--- src/rtl/edge_event_arbiter.sv ---
// Rising-edge event capture with round-robin arbitration onto a single valid/ready capture port.
// Optional macro EDGE_EVENT_ARBITER_NEGEDGE_EN adds falling-edge events interleaved as rise0, fall0, rise1, ...
module edge_event_arbiter #(
    parameter int NUM_REQ = 4,
    parameter int DATA_W  = 256,
    parameter int ID_W    = 2,
    parameter int DROP_W  = 8
) (
    input  logic               clock,
    input  logic               reset,
    input  logic [NUM_REQ-1:0] req_level,
    input  logic [DATA_W-1:0]  data_in,
    output logic               out_valid,
    input  logic               out_ready,
    output logic [ID_W-1:0]    out_id,
    output logic               out_fall,
    output logic [DATA_W-1:0]  out_data,
    output logic [NUM_REQ-1:0] pending,
    output logic [DROP_W-1:0]  drop_cnt
);

`ifdef EDGE_EVENT_ARBITER_NEGEDGE_EN
    localparam int NSLOT = 2 * NUM_REQ;
`else
    localparam int NSLOT = NUM_REQ;
`endif
    localparam int PTR_W = $clog2(NSLOT);
    localparam int CNT_W = $clog2(NSLOT + 1);
    localparam int SUM_W = DROP_W + CNT_W;

    typedef enum logic [0:0] {
        ST_EMPTY = 1'b0,
        ST_FULL  = 1'b1
    } out_state_t;

    out_state_t          state_r;
    logic                out_valid_r;
    logic [ID_W-1:0]     out_id_r;
    logic                out_fall_r;
    logic [DATA_W-1:0]   out_data_r;

    logic [NUM_REQ-1:0]  prev_q_r;
    logic [NUM_REQ-1:0]  pend_rise_r;
    logic [NUM_REQ-1:0]  rise_s;
    logic [NUM_REQ-1:0]  grant_rise_s;
    logic [NUM_REQ-1:0]  drop_rise_s;
`ifdef EDGE_EVENT_ARBITER_NEGEDGE_EN
    logic [NUM_REQ-1:0]  pend_fall_r;
    logic [NUM_REQ-1:0]  fall_s;
    logic [NUM_REQ-1:0]  grant_fall_s;
    logic [NUM_REQ-1:0]  drop_fall_s;
`endif

    logic [NSLOT-1:0]    slots_s;
    logic                found_s;
    logic                slot_free_s;
    logic                grant_s;
    logic [PTR_W-1:0]    rr_ptr_r;
    logic [PTR_W-1:0]    win_slot_s;
    logic [PTR_W-1:0]    rr_next_s;
    logic [ID_W-1:0]     win_id_s;
    logic                win_fall_s;
    logic [CNT_W-1:0]    drop_num_s;
    logic [SUM_W-1:0]    drop_sum_s;
    logic [DROP_W-1:0]   drop_cnt_r;
    logic [DROP_W-1:0]   drop_next_s;

    assign rise_s      = req_level & ~prev_q_r;
`ifdef EDGE_EVENT_ARBITER_NEGEDGE_EN
    assign fall_s      = ~req_level & prev_q_r;
`endif
    assign slot_free_s = (state_r == ST_EMPTY) || out_ready;
    assign grant_s     = slot_free_s && found_s;

    // Flatten the pending vectors into arbitration slot order.
    always_comb begin
        slots_s = '0;
        for (int i = 0; i < NUM_REQ; i++) begin
`ifdef EDGE_EVENT_ARBITER_NEGEDGE_EN
            slots_s[2*i]   = pend_rise_r[i];
            slots_s[2*i+1] = pend_fall_r[i];
`else
            slots_s[i]     = pend_rise_r[i];
`endif
        end
    end

    // Round-robin search: first set slot at or above rr_ptr, wrapping.
    always_comb begin : arb_search
        int unsigned idx_v;
        logic [PTR_W-1:0] cand_v;
        logic hit_v;
        idx_v      = 0;
        cand_v     = '0;
        hit_v      = 1'b0;
        found_s    = 1'b0;
        win_slot_s = '0;
        for (int o = 0; o < NSLOT; o++) begin
            idx_v      = (int'(rr_ptr_r) + o) % NSLOT;
            cand_v     = PTR_W'(idx_v);
            hit_v      = ~found_s & slots_s[cand_v];
            win_slot_s = hit_v ? cand_v : win_slot_s;
            found_s    = found_s | hit_v;
        end
    end

    // Decode winner slot into requester index, polarity and next pointer.
    always_comb begin
        rr_next_s = (win_slot_s == PTR_W'(NSLOT - 1)) ? '0 : (win_slot_s + 1'b1);
`ifdef EDGE_EVENT_ARBITER_NEGEDGE_EN
        win_id_s   = ID_W'(win_slot_s >> 1);
        win_fall_s = win_slot_s[0];
`else
        win_id_s   = ID_W'(win_slot_s);
        win_fall_s = 1'b0;
`endif
    end

    // One-hot clear masks for the granted slot.
    always_comb begin
        grant_rise_s = '0;
`ifdef EDGE_EVENT_ARBITER_NEGEDGE_EN
        grant_fall_s = '0;
`endif
        for (int i = 0; i < NUM_REQ; i++) begin
`ifdef EDGE_EVENT_ARBITER_NEGEDGE_EN
            grant_rise_s[i] = grant_s && (win_slot_s == PTR_W'(2 * i));
            grant_fall_s[i] = grant_s && (win_slot_s == PTR_W'(2 * i + 1));
`else
            grant_rise_s[i] = grant_s && (win_slot_s == PTR_W'(i));
`endif
        end
    end

    // An edge is lost only when its slot is still pending and not being drained this cycle.
    assign drop_rise_s = rise_s & pend_rise_r & ~grant_rise_s;
`ifdef EDGE_EVENT_ARBITER_NEGEDGE_EN
    assign drop_fall_s = fall_s & pend_fall_r & ~grant_fall_s;
`endif

    // Population count of lost edges and saturating accumulation.
    always_comb begin
        drop_num_s = '0;
        for (int i = 0; i < NUM_REQ; i++) begin
            drop_num_s = drop_num_s + CNT_W'(drop_rise_s[i]);
`ifdef EDGE_EVENT_ARBITER_NEGEDGE_EN
            drop_num_s = drop_num_s + CNT_W'(drop_fall_s[i]);
`endif
        end
        drop_sum_s = SUM_W'(drop_cnt_r) + SUM_W'(drop_num_s);
        if (drop_sum_s > SUM_W'({DROP_W{1'b1}})) begin
            drop_next_s = {DROP_W{1'b1}};
        end else begin
            drop_next_s = drop_sum_s[DROP_W-1:0];
        end
    end

    // Edge history, pending vectors, drop counter and arbitration pointer.
    always_ff @(posedge clock) begin
        if (reset) begin
            prev_q_r    <= '0;
            pend_rise_r <= '0;
`ifdef EDGE_EVENT_ARBITER_NEGEDGE_EN
            pend_fall_r <= '0;
`endif
            drop_cnt_r  <= '0;
            rr_ptr_r    <= '0;
        end else begin
            prev_q_r    <= req_level;
            pend_rise_r <= (pend_rise_r & ~grant_rise_s) | rise_s;
`ifdef EDGE_EVENT_ARBITER_NEGEDGE_EN
            pend_fall_r <= (pend_fall_r & ~grant_fall_s) | fall_s;
`endif
            drop_cnt_r  <= drop_next_s;
            if (grant_s) begin
                rr_ptr_r <= rr_next_s;
            end else begin
                rr_ptr_r <= rr_ptr_r;
            end
        end
    end

    // Output slot FSM: a grant always reloads the slot; a lone transfer empties it.
    always_ff @(posedge clock) begin
        if (reset) begin
            state_r     <= ST_EMPTY;
            out_valid_r <= 1'b0;
            out_id_r    <= '0;
            out_fall_r  <= 1'b0;
            out_data_r  <= '0;
        end else begin
            case (state_r)
                ST_EMPTY: begin
                    if (grant_s) begin
                        state_r     <= ST_FULL;
                        out_valid_r <= 1'b1;
                        out_id_r    <= win_id_s;
                        out_fall_r  <= win_fall_s;
                        out_data_r  <= data_in;
                    end else begin
                        state_r     <= ST_EMPTY;
                        out_valid_r <= 1'b0;
                    end
                end
                ST_FULL: begin
                    if (grant_s) begin
                        state_r     <= ST_FULL;
                        out_valid_r <= 1'b1;
                        out_id_r    <= win_id_s;
                        out_fall_r  <= win_fall_s;
                        out_data_r  <= data_in;
                    end else if (out_ready) begin
                        state_r     <= ST_EMPTY;
                        out_valid_r <= 1'b0;
                    end else begin
                        state_r     <= ST_FULL;
                        out_valid_r <= 1'b1;
                    end
                end
                default: begin
                    state_r     <= ST_EMPTY;
                    out_valid_r <= 1'b0;
                end
            endcase
        end
    end

    assign out_valid = out_valid_r;
    assign out_id    = out_id_r;
    assign out_fall  = out_fall_r;
    assign out_data  = out_data_r;
    assign pending   = pend_rise_r;
    assign drop_cnt  = drop_cnt_r;

endmodule

--- config.mk ---
export PLATFORM = sky130hd
export DESIGN_NAME = edge_event_arbiter
export DESIGN_NICKNAME = d
export VERILOG_FILES = /design/src/rtl/edge_event_arbiter.sv
export SDC_FILE = /design/constraint.sdc
export NUM_CORES = 1
export LEC_CHECK = 0
export ABC_AREA = 1
export BUFFER_PORTS_ARGS = -buffer_cell sky130_fd_sc_hd__buf_2
export CORE_AREA = 2 2 205 207
export CTS_BUF_LIST = sky130_fd_sc_hd__clkbuf_16
export DETAILED_ROUTE_END_ITERATION = 6
export DIE_AREA = 0 0 207 209
export PLACE_DENSITY = 0.53
export SLEW_MARGIN = 5
export SYNTH_ARGS = -nofsm -noshare
export SYNTH_HDL_FRONTEND = slang
export SYNTH_SLANG_ARGS = --single-unit
--- constraint.sdc ---
create_clock -name clock -period 4.8 [get_ports clock]
set_clock_uncertainty 0.15 [all_clocks]
set_input_delay 0.72 -clock clock [delete_from_list [all_inputs] [get_ports clock]]
set_output_delay 0.72 -clock clock [all_outputs]
set_load 0.02 [all_outputs]
==> impl_results.md <==
- Most frequent CP cell: nand2_1
- Post-DP HPWL: 24,700 µm
- Required @ worst endpoint: 5150 ps
- Cts hold-fix bufs: 0
- Hold Slack: 220 ps
- Outcome: complete, no violations
- Pleak: 7.19 nW
- Number of synthesized flops with an enable pin: 0
- Chip height: 209 µm
- #FFs+latches synth: 277
- Post-Syn Instances: 1,294
- Drt total wl: 34,300 µm
- Slew @ Worst Pin: 884 ps
- Number of max-cap violations: 0
- CP max-delay cell: dfxtp_1
- Capture point of the worst reg-to-reg path: drop_cnt[5]$_SDFF_PP0_
- Reg2reg setup slack: 530 ps
- Hold EP: out_data[237]$_SDFFE_PP0P_
- Initial antenna violation count: 5
- Core Rows: 75
- CP arrival: 4610 ps
- Ys async rst share: 0
- ANT nets after route: 0
- CP peak stage delay: 550 ps
- Final hold vios: 0
- Fin crit share: 0.889
- First drt pass iteration count: 5
- CP Cell Sequence: inv_2 > nand2_1 > nand2_1 > nand2_1 > nand2_2 > nor2_4 > nand3_1 > nand3_1 > nand2_1 > ha_1 > nand3_1 > nand4_1 > fa_1 > fa_1 > inv_1 > fa_1 > nand2_1 > nor2_1 > nand3_1 > nor2_1 > nand2_1 > a21oi_1
- Clock buffers created by TritonCTS: 31
- HP Class: in -> reg
- Die Width: 207 µm
- Reg clk slew, reported paths: 60 ps
- Clock Tree Root: clkbuf_16
- PwrDens: 835 nW/µm²
- Synth-to-Final Area Change: 38.1%
- Worst Reg-to-Reg Cells: 22
- Pin count of the biggest net entering global routing: 136
- Post-cts gate resize count: 0
- Synthesized area per cell: 7.85 µm²
- Startpoint Class: register
- Initial Util: 0.246
- Clock Sinks: 277
- GR Util All Layers: 0.149
- Layout Cells excl Fill: 2,348
- Slew HR: 0.411
- DRT iter0 DRCs: 595
- Vias in the first global route: 9,759
- Fmax: 234 MHz
- Number of distinct library cells after synthesis: 32
- CP Class: reg -> reg
- Syn nets: 1,565
- Nets: 2,055
- RSZ-0062 raised after global routing: false
- Maximum fanout along the worst path: 11
- WL/cell: 14.6 µm
- First-pass GRT wire length: 53,200 µm
- Post-synth top flop: dfxtp_1
- CTS tree: yes
- Clk_lat worst skew: 570 ps
- Clk buf depth: 3
- Layout cells sized above 1: 0.335
- Worst VDD drop: 0.329 mV
- Sequential-to-total area share from yosys stat: 0.546
- CP Capture Type: register
- Die area: 43,300 µm²
- Mapped Area: 10,200 µm²
- Post-DR vias/cell: 4.35
- Setup bufs post-CTS: 0
- R2r startpoint: rr_ptr_r[0]$_SDFFE_PP0P_
- HP Start: data_in[237]
- Routability cong.: 0.810
- DRC Markers: 0
- Hold Path Depth: 3
- Remaining Overflow, GRT: 0
- Ant diodes: 0
- Vias: 10,208
- Final-report setup violation count: 0
- # IOs: 535
- Cell count after placement: 2,290
- Setup TNS: 0 ps
- Final Max Tran Viols: 0
- Htree depth: 1
- Core area: 41,300 µm²
- Launch point of the worst path: rr_ptr_r[0]$_SDFFE_PP0P_
- Ys Warns: 0
- PortBufs: 533
- Post-layout minimum cycle time: 4270 ps
-- cell usage after synthesis, types with 2 or more instances --
master	n	area (µm²)
nand4_1	5	31.3
nand2_2	6	37.5
dfxtp_1	277	5550
inv_1	29	109
inv_2	2	7.51
nand3_1	13	65.1
o21ai_1	53	265
buf_1	2	7.51
xnor2_1	3	26.3
ha_1	5	62.6
clkbuf_1	33	124
o21ai_0	207	1040
a21oi_1	13	65.1
nand2_1	56	210
nor2_1	523	1960
buf_4	2	15.0
buf_2	20	100
buf_6	25	282
fa_1	3	60.1
clkbuf_4	5	37.5
-- area by class of cell --
class,count,area [µm²]
fillers,4495,27300
flip-flops and latches,277,5550
multi-input cells,896,3910
repair buffers,545,2780
clock buffers,31,776
well taps,539,674
clock inverters,27,199
inverters,33,136
-- report_power, final --
group	switching, W	internal [W]
Combinational	0.00391	0.00164
Sequential	0.000512	0.00336
Clock	0.000996	0.00129
Total	0.00542	0.00629
-- layer usage --
layer	part of all wire	routed length, µm	vias up	GRT usage
li1	-	-	5110	-
met1	0.42	14400	4649	0.179
met2	0.48	16500	382	0.259
met3	0.074	2540	57	0.0415
met4	0.025	854	10	0.0456
met5	0.0019	64	-	0
-- layout by cell type (no fill, tap or decap), types with 2 or more instances in the layout --
| master | n |
|---|---|
| clkbuf_16 | 31 |
| nand2_1 | 56 |
| buf_12 | 2 |
| xnor2_1 | 3 |
| buf_2 | 533 |
| nand3_1 | 13 |
| bufinv_16 | 2 |
| inv_8 | 2 |
| nor2_1 | 523 |
| nand4_1 | 5 |
| inv_1 | 35 |
| inv_6 | 2 |
| inv_2 | 2 |
| ha_1 | 5 |
| o21ai_0 | 207 |
| buf_4 | 10 |
| clkinv_2 | 10 |
| a21oi_1 | 13 |
| nand2_2 | 6 |
| clkinv_1 | 5 |
| o21ai_1 | 53 |
| fa_1 | 3 |
| dfxtp_1 | 277 |
-- worst max-delay path by stage --
stage / to / cells past startpoint / slack (ps)
after floorplan: drop_cnt[5]$_SDFF_PP0_ / 22 / 1140
after global placement: drop_cnt[5]$_SDFF_PP0_ / 22 / 660
after detailed placement: drop_cnt[5]$_SDFF_PP0_ / 22 / 540
after CTS: drop_cnt[5]$_SDFF_PP0_ / 22 / 550
after global routing: drop_cnt[2]$_SDFF_PP0_ / 22 / 70
final: drop_cnt[5]$_SDFF_PP0_ / 22 / 530
-- state kept, by name, indices dropped and copies added (netlist names) --
| name | count |
|---|---|
| out_id | 2 |
| pending | 4 |
| out_data | 256 |
| out_valid | 1 |
| drop_cnt | 8 |
| prev_q_r | 4 |
| rr_ptr_r | 2 |
-- per-stage QoR --
step / power, W / setup WS, ps / util / cell area, µm²
after CTS: 0.0119 / 553 / 0.340 / 14000
final: 0.0117 / 533 / 0.340 / 14000
after global placement: 0.00945 / 663 / 0.316 / 13000
after detailed placement: 0.00953 / 543 / 0.316 / 13000
after global routing: 0.0126 / 74.2 / 0.340 / 14000
after floorplan: 0.00791 / 1140 / - / 10200
-- logic make-up (layout without fill, tap and decap cells) --
logic type | Yosys count | count (layout) | synth area share
compound gates | 275 | 275 | 0.136
xor+xnor | 4 | 4 | 0.00345
fa+ha+maj | 8 | 8 | 0.0121
buf+inv | 121 | 636 | 0.0686
flops | 277 | 277 | 0.546
other cells | 1 | 1 | 0.000369
simple gates | 608 | 608 | 0.233
-- worst max-delay path, delay by kind of cell, from the launching register on --
kind	cells	cell delay, ps
compound gates	1	170
fa+ha+maj	4	1360
flops	1	550
buf+inv	2	240
simple gates	15	1720
(Power assumes the default switching activity.)
